[src/rtl/fpu_int_to_fp64_pkg.sv]
// Shared FP64 converter definitions: FSM encoding, exponent constants and the
// per-step normalisation shift schedule.
package fpu_int_to_fp64_pkg;

    typedef enum logic [1:0] {
        ST_IDLE  = 2'd0,
        ST_NORM  = 2'd1,
        ST_ROUND = 2'd2,
        ST_DONE  = 2'd3
    } conv_state_t;

    localparam logic [10:0] FP64_BIAS       = 11'd1023;
    // Exponent of a magnitude whose leading one already sits in bit 63.
    localparam logic [10:0] FP64_EXP_OFFSET = 11'd1086;

    // Step k of the normaliser tries a shift of 32 >> k (32,16,8,4,2,1).
    function automatic logic [5:0] norm_amount(input logic [2:0] step);
        return 6'd32 >> step;
    endfunction

endpackage

[src/rtl/fpu_int_to_fp64_rne_round64.sv]
// Round-to-nearest-even of a normalised 64-bit magnitude into a binary64
// encoding, including the exponent bump on a fraction carry-out.
module fpu_rne_round64
    import fpu_int_to_fp64_pkg::*;
(
    input  logic [63:0] i_m,
    input  logic [5:0]  i_shift,
    input  logic        i_sign,
    output logic [63:0] o_dst,
    output logic        o_inexact
);

    logic        w_guard;
    logic        w_sticky;
    logic        w_inc;
    logic [52:0] w_frac_sum;
    logic        w_carry;
    logic [10:0] w_exp;
    logic        w_nonzero;

    assign w_guard    = i_m[10];
    assign w_sticky   = |i_m[9:0];
    assign w_inc      = w_guard & (w_sticky | i_m[11]);
    assign w_frac_sum = {1'b0, i_m[62:11]} + {52'd0, w_inc};
    assign w_carry    = w_frac_sum[52];
    assign w_exp      = FP64_EXP_OFFSET - {5'd0, i_shift} + {10'd0, w_carry};

    // After normalisation only a zero operand lacks a leading one in bit 63.
    assign w_nonzero  = i_m[63];

    assign o_dst      = w_nonzero ? {i_sign, w_exp, w_frac_sum[51:0]} : 64'd0;
    assign o_inexact  = w_nonzero & (w_guard | w_sticky);

endmodule

[src/rtl/fpu_int_to_fp64.sv]
// Multi-cycle signed int32/int64 to binary64 converter: one request at a time,
// six-step binary normaliser, then a registered rounding stage.
module fpu_int_to_fp64
    import fpu_int_to_fp64_pkg::*;
(
    input  logic        clk,
    input  logic        reset_n,
    input  logic        in_valid,
    output logic        in_ready,
    input  logic        is32,
    input  logic [63:0] src,
    output logic        out_valid,
    input  logic        out_ready,
    output logic [63:0] dst,
    output logic        inexact
);

    conv_state_t r_state;
    conv_state_t w_state_nxt;
    logic [63:0] r_mag;
    logic        r_sign;
    logic [2:0]  r_cnt;
    logic [5:0]  r_shift;
    logic [63:0] r_dst;
    logic        r_inexact;

    logic [63:0] w_ext;
    logic [63:0] w_abs;
    logic [5:0]  w_amt;
    logic        w_top_zero;
    logic [63:0] w_rnd_dst;
    logic        w_rnd_inexact;

    assign w_ext      = is32 ? {{32{src[31]}}, src[31:0]} : src;
    // -2^63 negates to itself, which is the correct unsigned magnitude.
    assign w_abs      = w_ext[63] ? (~w_ext + 64'd1) : w_ext;
    assign w_amt      = norm_amount(r_cnt);
    assign w_top_zero = (r_mag & ~(64'hFFFF_FFFF_FFFF_FFFF >> w_amt)) == 64'd0;

    fpu_rne_round64 u_round (
        .i_m       (r_mag),
        .i_shift   (r_shift),
        .i_sign    (r_sign),
        .o_dst     (w_rnd_dst),
        .o_inexact (w_rnd_inexact)
    );

    always_comb begin
        w_state_nxt = r_state;
        case (r_state)
            ST_IDLE:  if (in_valid) w_state_nxt = ST_NORM;
            ST_NORM:  if (r_cnt == 3'd5) w_state_nxt = ST_ROUND;
            ST_ROUND: w_state_nxt = ST_DONE;
            ST_DONE:  if (out_ready) w_state_nxt = ST_IDLE;
            default:  w_state_nxt = ST_IDLE;
        endcase
    end

    always_ff @(posedge clk or negedge reset_n) begin
        if (!reset_n) begin
            r_state   <= ST_IDLE;
            r_mag     <= 64'd0;
            r_sign    <= 1'b0;
            r_cnt     <= 3'd0;
            r_shift   <= 6'd0;
            r_dst     <= 64'd0;
            r_inexact <= 1'b0;
        end else begin
            r_state <= w_state_nxt;
            case (r_state)
                ST_IDLE: begin
                    if (in_valid) begin
                        r_mag   <= w_abs;
                        r_sign  <= w_ext[63];
                        r_cnt   <= 3'd0;
                        r_shift <= 6'd0;
                    end
                end
                ST_NORM: begin
                    if (w_top_zero) begin
                        r_mag   <= r_mag << w_amt;
                        r_shift <= r_shift + w_amt;
                    end
                    r_cnt <= r_cnt + 3'd1;
                end
                ST_ROUND: begin
                    r_dst     <= w_rnd_dst;
                    r_inexact <= w_rnd_inexact;
                end
                default: begin
                end
            endcase
        end
    end

    assign in_ready  = (r_state == ST_IDLE);
    assign out_valid = (r_state == ST_DONE);
    assign dst       = r_dst;
    assign inexact   = r_inexact;

endmodule

[config.mk]
export PLATFORM = sky130hd
export DESIGN_NAME = fpu_int_to_fp64
export DESIGN_NICKNAME = d
export VERILOG_FILES = /design/src/rtl/fpu_int_to_fp64_pkg.sv /design/src/rtl/fpu_int_to_fp64_rne_round64.sv /design/src/rtl/fpu_int_to_fp64.sv
export SDC_FILE = /design/constraint.sdc
export NUM_CORES = 1
export LEC_CHECK = 0
export ABC_AREA = 1
export CAP_MARGIN = 20
export CORE_MARGIN = 2
export CORE_UTILIZATION = 53
export DETAILED_ROUTE_END_ITERATION = 10
export DONT_BUFFER_PORTS = 1
export GPL_TIMING_DRIVEN = 0
export PLACE_DENSITY = 0.68
export REMOVE_ABC_BUFFERS = 1
export SLEW_MARGIN = 25
export SYNTH_ARGS = -nofsm -noshare
export SYNTH_HDL_FRONTEND = slang
export SYNTH_HIERARCHICAL = 1
export SYNTH_SLANG_ARGS = --single-unit
[constraint.sdc]
create_clock -name clk -period 3.13 [get_ports clk]
set_clock_uncertainty 0.1 [all_clocks]
set_input_delay 0.313 -clock clk [delete_from_list [all_inputs] [get_ports clk]]
set_output_delay 0.313 -clock clk [all_outputs]
set_load 0.005 [all_outputs]
==> run_results.csv <==
group,metric,value,unit
run_status,run_status,"finished, violations left",
run_status,failed_checks,"hold timing, setup timing",
floorplan,num_rows,62,
cells_and_area,layout_cell_share_with_drive_strength_beyond_1,8.32,%
timing,relSlewSlack,37.5,%
yosys,postSynthCellCount,2719,
timing,tightest_slew,0.936,ns
yosys,synth-simple-area-share,53.1,%
cells_and_area,stdcell_area,17100,sq um
yosys,yosysSeqAreaShare,22.9,%
floorplan,ios,136,
place,place_congestion,0.984,
yosys,ys_dominant_reg_cell,"sky130_fd_sc_hd__dfrtp_1",
timing,max_fclk,0.319,GHz
yosys,ys_ff_latch,141,
yosys,synth_fa_ha_area_share,1.59,%
power_and_ir_drop,power.density,1030,nW/um^2
clock_network,cts_tree,"built",
clock_network,cts_buffer_count,17,
place,placed_area,15900,sq um
timing,final_period_minus_worst_setup_slack,3.13,ns
critical_path,reg2reg_setup_slack,-0.0003,ns
critical_path,worst-endpoint-arrival,3.39,ns
cells_and_area,syn_to_final_growth,10.7,%
yosys,synthDominantCellAreaShare,22.9,%
power_and_ir_drop,worst_ir_drop_vdd,0.407,mV
route,dr_total_vias,18878,
timing,total_negative_setup_slack,-0.000313,ns
job,max_cap_viol_count,0,
yosys,async_set_or_reset_flop_fraction_in_the_synthesized_netlist,100,%
timing,hold_slack,-0.531,ns
power_and_ir_drop,static-leakage-power,0.00846,uW
cells_and_area,fillerInstances,2877,
clock_network,cts_buffer_depth,2,
critical_path,setup.worst_path.start_class,"flop",
clock_network,cts-root-buf,"sky130_fd_sc_hd__clkbuf_16",
floorplan,die_w,175,um
min_path,worstHoldPathType,"primary input to async pin",
grt,grt_first_pass_wirelength,96500,um
grt,track_usage,40.8,%
cells_and_area,number_of_nets_at_the_end_of_the_flow,2744,
critical_path,regToRegStartpoint,"r_state[1]",
timing,setup_viol,1,
yosys,most_frequent_cell_after_synthesis,"sky130_fd_sc_hd__nand2_1",
critical_path,crit_fanout,54,
route,detail_route.vias_per_cell,6.18,
yosys,synth-warning-count,6,
grt,grt_max_degree,142,
critical_path,timing.rr.end,"r_mag[13]",
floorplan,die_h,175,um
place,hpwlAfterDp,45300,um
grt,grt_pass1_vias,17145,
floorplan,design.core.area,28700,sq um
clock_network,h_tree_depth,4,
critical_path,timing_worst_setup_path_type,"flop to flop",
yosys,muxShareOfSynthArea,4.74,%
route,dr.pass1.iters,10,
critical_path,timing.critical_path.to_type,"flop",
timing,min_period_over_period,100,%
route,ant_nets,0,
yosys,count_of_flip_flops_with_a_built_in_enable_after_synthesis,0,
timing,setup_ws,-0.000313,ns
yosys,ranking_of_synthesized_cells_by_area,"sky130_fd_sc_hd__dfrtp_1 (23%), sky130_fd_sc_hd__nand2_1 (23%), sky130_fd_sc_hd__nand3_1 (20%)",
timing,report.final.slew_viol_count,0,
clock_network,cts_num_sinks,141,
clock_network,clkLatencyLatePin,0.44,ns
yosys,commonest_cells_post_synth,"sky130_fd_sc_hd__nand2_1 (934), sky130_fd_sc_hd__nand3_1 (617), sky130_fd_sc_hd__nor2_1 (286)",
cells_and_area,insertedDiodeCount,0,
route,route.final.wire_length,63500,um
clock_network,clk_pin_slew,0.06,ns
power_and_ir_drop,p_total,17600,uW
route,avgRoutedWirePerCell,20.8,um
critical_path,timing_startpoint_of_the_critical_path,"r_state[1]",
yosys,yosys.cell_types.count,45,
floorplan,floorplan.die_area,30500,sq um
critical_path,r2r_cells,9,
floorplan,start_util,53.8,%
place,placement.io_buffers,0,
yosys,synth_xor_area_share,1.02,%
timing,setup_repair_after_global_routing_missed_its_margin,"yes",
critical_path,worst_ep_required_time,3.39,ns
route,detail_route.drc_violations,0,
yosys,main_combinational_cell_family_by_area_after_synthesis,"simple AND/OR/NAND/NOR gates",
yosys,post_synth_instance_area,15400,sq um
grt,number_of_antenna_violations_at_the_first_check_in_global_routing,0,
timing,hold_violations,141,
yosys,complex_gate_fraction_of_the_synthesized_area,7.23,%
grt,grt_remaining_overflow,0,
yosys,synth.avg_cell_area,5.68,sq um
route,initial_detailed_routing_violation_count,2432,
yosys,yosys.area.top_type,"sky130_fd_sc_hd__dfrtp_1",
==> sequential cells by signal, summed over array words and instances (netlist names) <==
register	flops
r_sign	1
r_state	2
dst	64
r_mag	64
r_shift	6
inexact	1
r_cnt	3
==> report_power, final <==
group          switching [uW]  internal [uW]
Sequential               1190           2490
Clock                     903           1220
Combinational            7840           3930
==> layout make-up <==
| type | count | area [sq um] | area share, % |
|---|---|---|---|
| timing repair inverter | 1 | 8.76 | 0.0513 |
| sequential | 141 | 3540 | 20.7 |
| timing repair buffer | 50 | 853 | 4.99 |
| clock buffer | 19 | 443 | 2.59 |
| tap | 384 | 480 | 2.81 |
| inverter | 221 | 881 | 5.16 |
| clock inverter | 13 | 155 | 0.908 |
| multi-input combinational | 2224 | 10700 | 62.8 |
==> kinds of logic (layout without fill, tap and decap cells) <==
kind of cell / count (synthesis) / in the layout
buffers and inverters: 358 / 304
muxes: 65 / 65
and+or+nand+nor: 1914 / 1917
adders and majority gates: 19 / 19
DFF: 141 / 141
xor gates and xnor gates: 18 / 18
AOI/OAI and AO/OA: 204 / 205
==> worst max-delay path, stage by stage, from the launching register on <==
cell and delay [ns]:
sky130_fd_sc_hd__dfrtp_1 0.43, sky130_fd_sc_hd__inv_1 0.16, sky130_fd_sc_hd__ha_4 0.46, sky130_fd_sc_hd__inv_4 0.14, sky130_fd_sc_hd__buf_16 0.23, sky130_fd_sc_hd__nor2_4 0.47
sky130_fd_sc_hd__inv_1 0.29, sky130_fd_sc_hd__o21ai_0 0.49, sky130_fd_sc_hd__nand2_1 0.11, sky130_fd_sc_hd__o21ai_1 0.09
==> metrics by stage <==
stage               setup WS [ns]  instances  hold WS [ns]  utilization [%]
floorplan                   -3.06       2582       -0.0826                -
global placement            -6.76       2966       -0.0798             53.2
detailed placement          -1.70       2985       -0.0783             55.3
CTS                        0.0161       3041        -0.545             58.8
global route              -0.0370       3053        -0.548             59.5
finish                  -0.000313       3053        -0.531             59.5
==> worst max path at each step <==
stage / end
final: r_mag[13]
after global routing: r_mag[10]
after CTS: r_mag[10]
after detailed placement: r_mag[10]
after global placement: r_mag[31]
after floorplan: r_mag[1]
==> placed cells by master (no fill, tap or decap), drive strengths merged, types with 3 or more instances in the layout <==
cell type  instances
buf               45
xor2              16
clkbuf            22
mux2              65
nand3            617
a31oi              4
o32ai              5
o21ai            128
o21bai             7
a21oi             45
nor3               9
ha                18
nand2            945
clkinv             5
o21a               3
nand3b             8
dfrtp            141
o211ai             4
nand4             33
inv              226
o31ai              3
nor2             301
==> layer usage <==
| layer | GRT usage (%) | share of wire [%] |
|---|---|---|
| met1 | 53.3 | 39 |
| met2 | 63.9 | 43 |
| met5 | 0 | 0 |
| met3 | 6.72 | 11 |
| met4 | 23.9 | 6.8 |
==> what timing repair did <==
item,in CTS,in global routing
endpoints found under the hold margin,141,141
setup endpoints to repair,70,66
setup buffers,17,9
gates resized for setup,33,18
gates cloned,7,3
pin swaps,8,7
No activity file was read; power rests on OpenSTA's default activity.
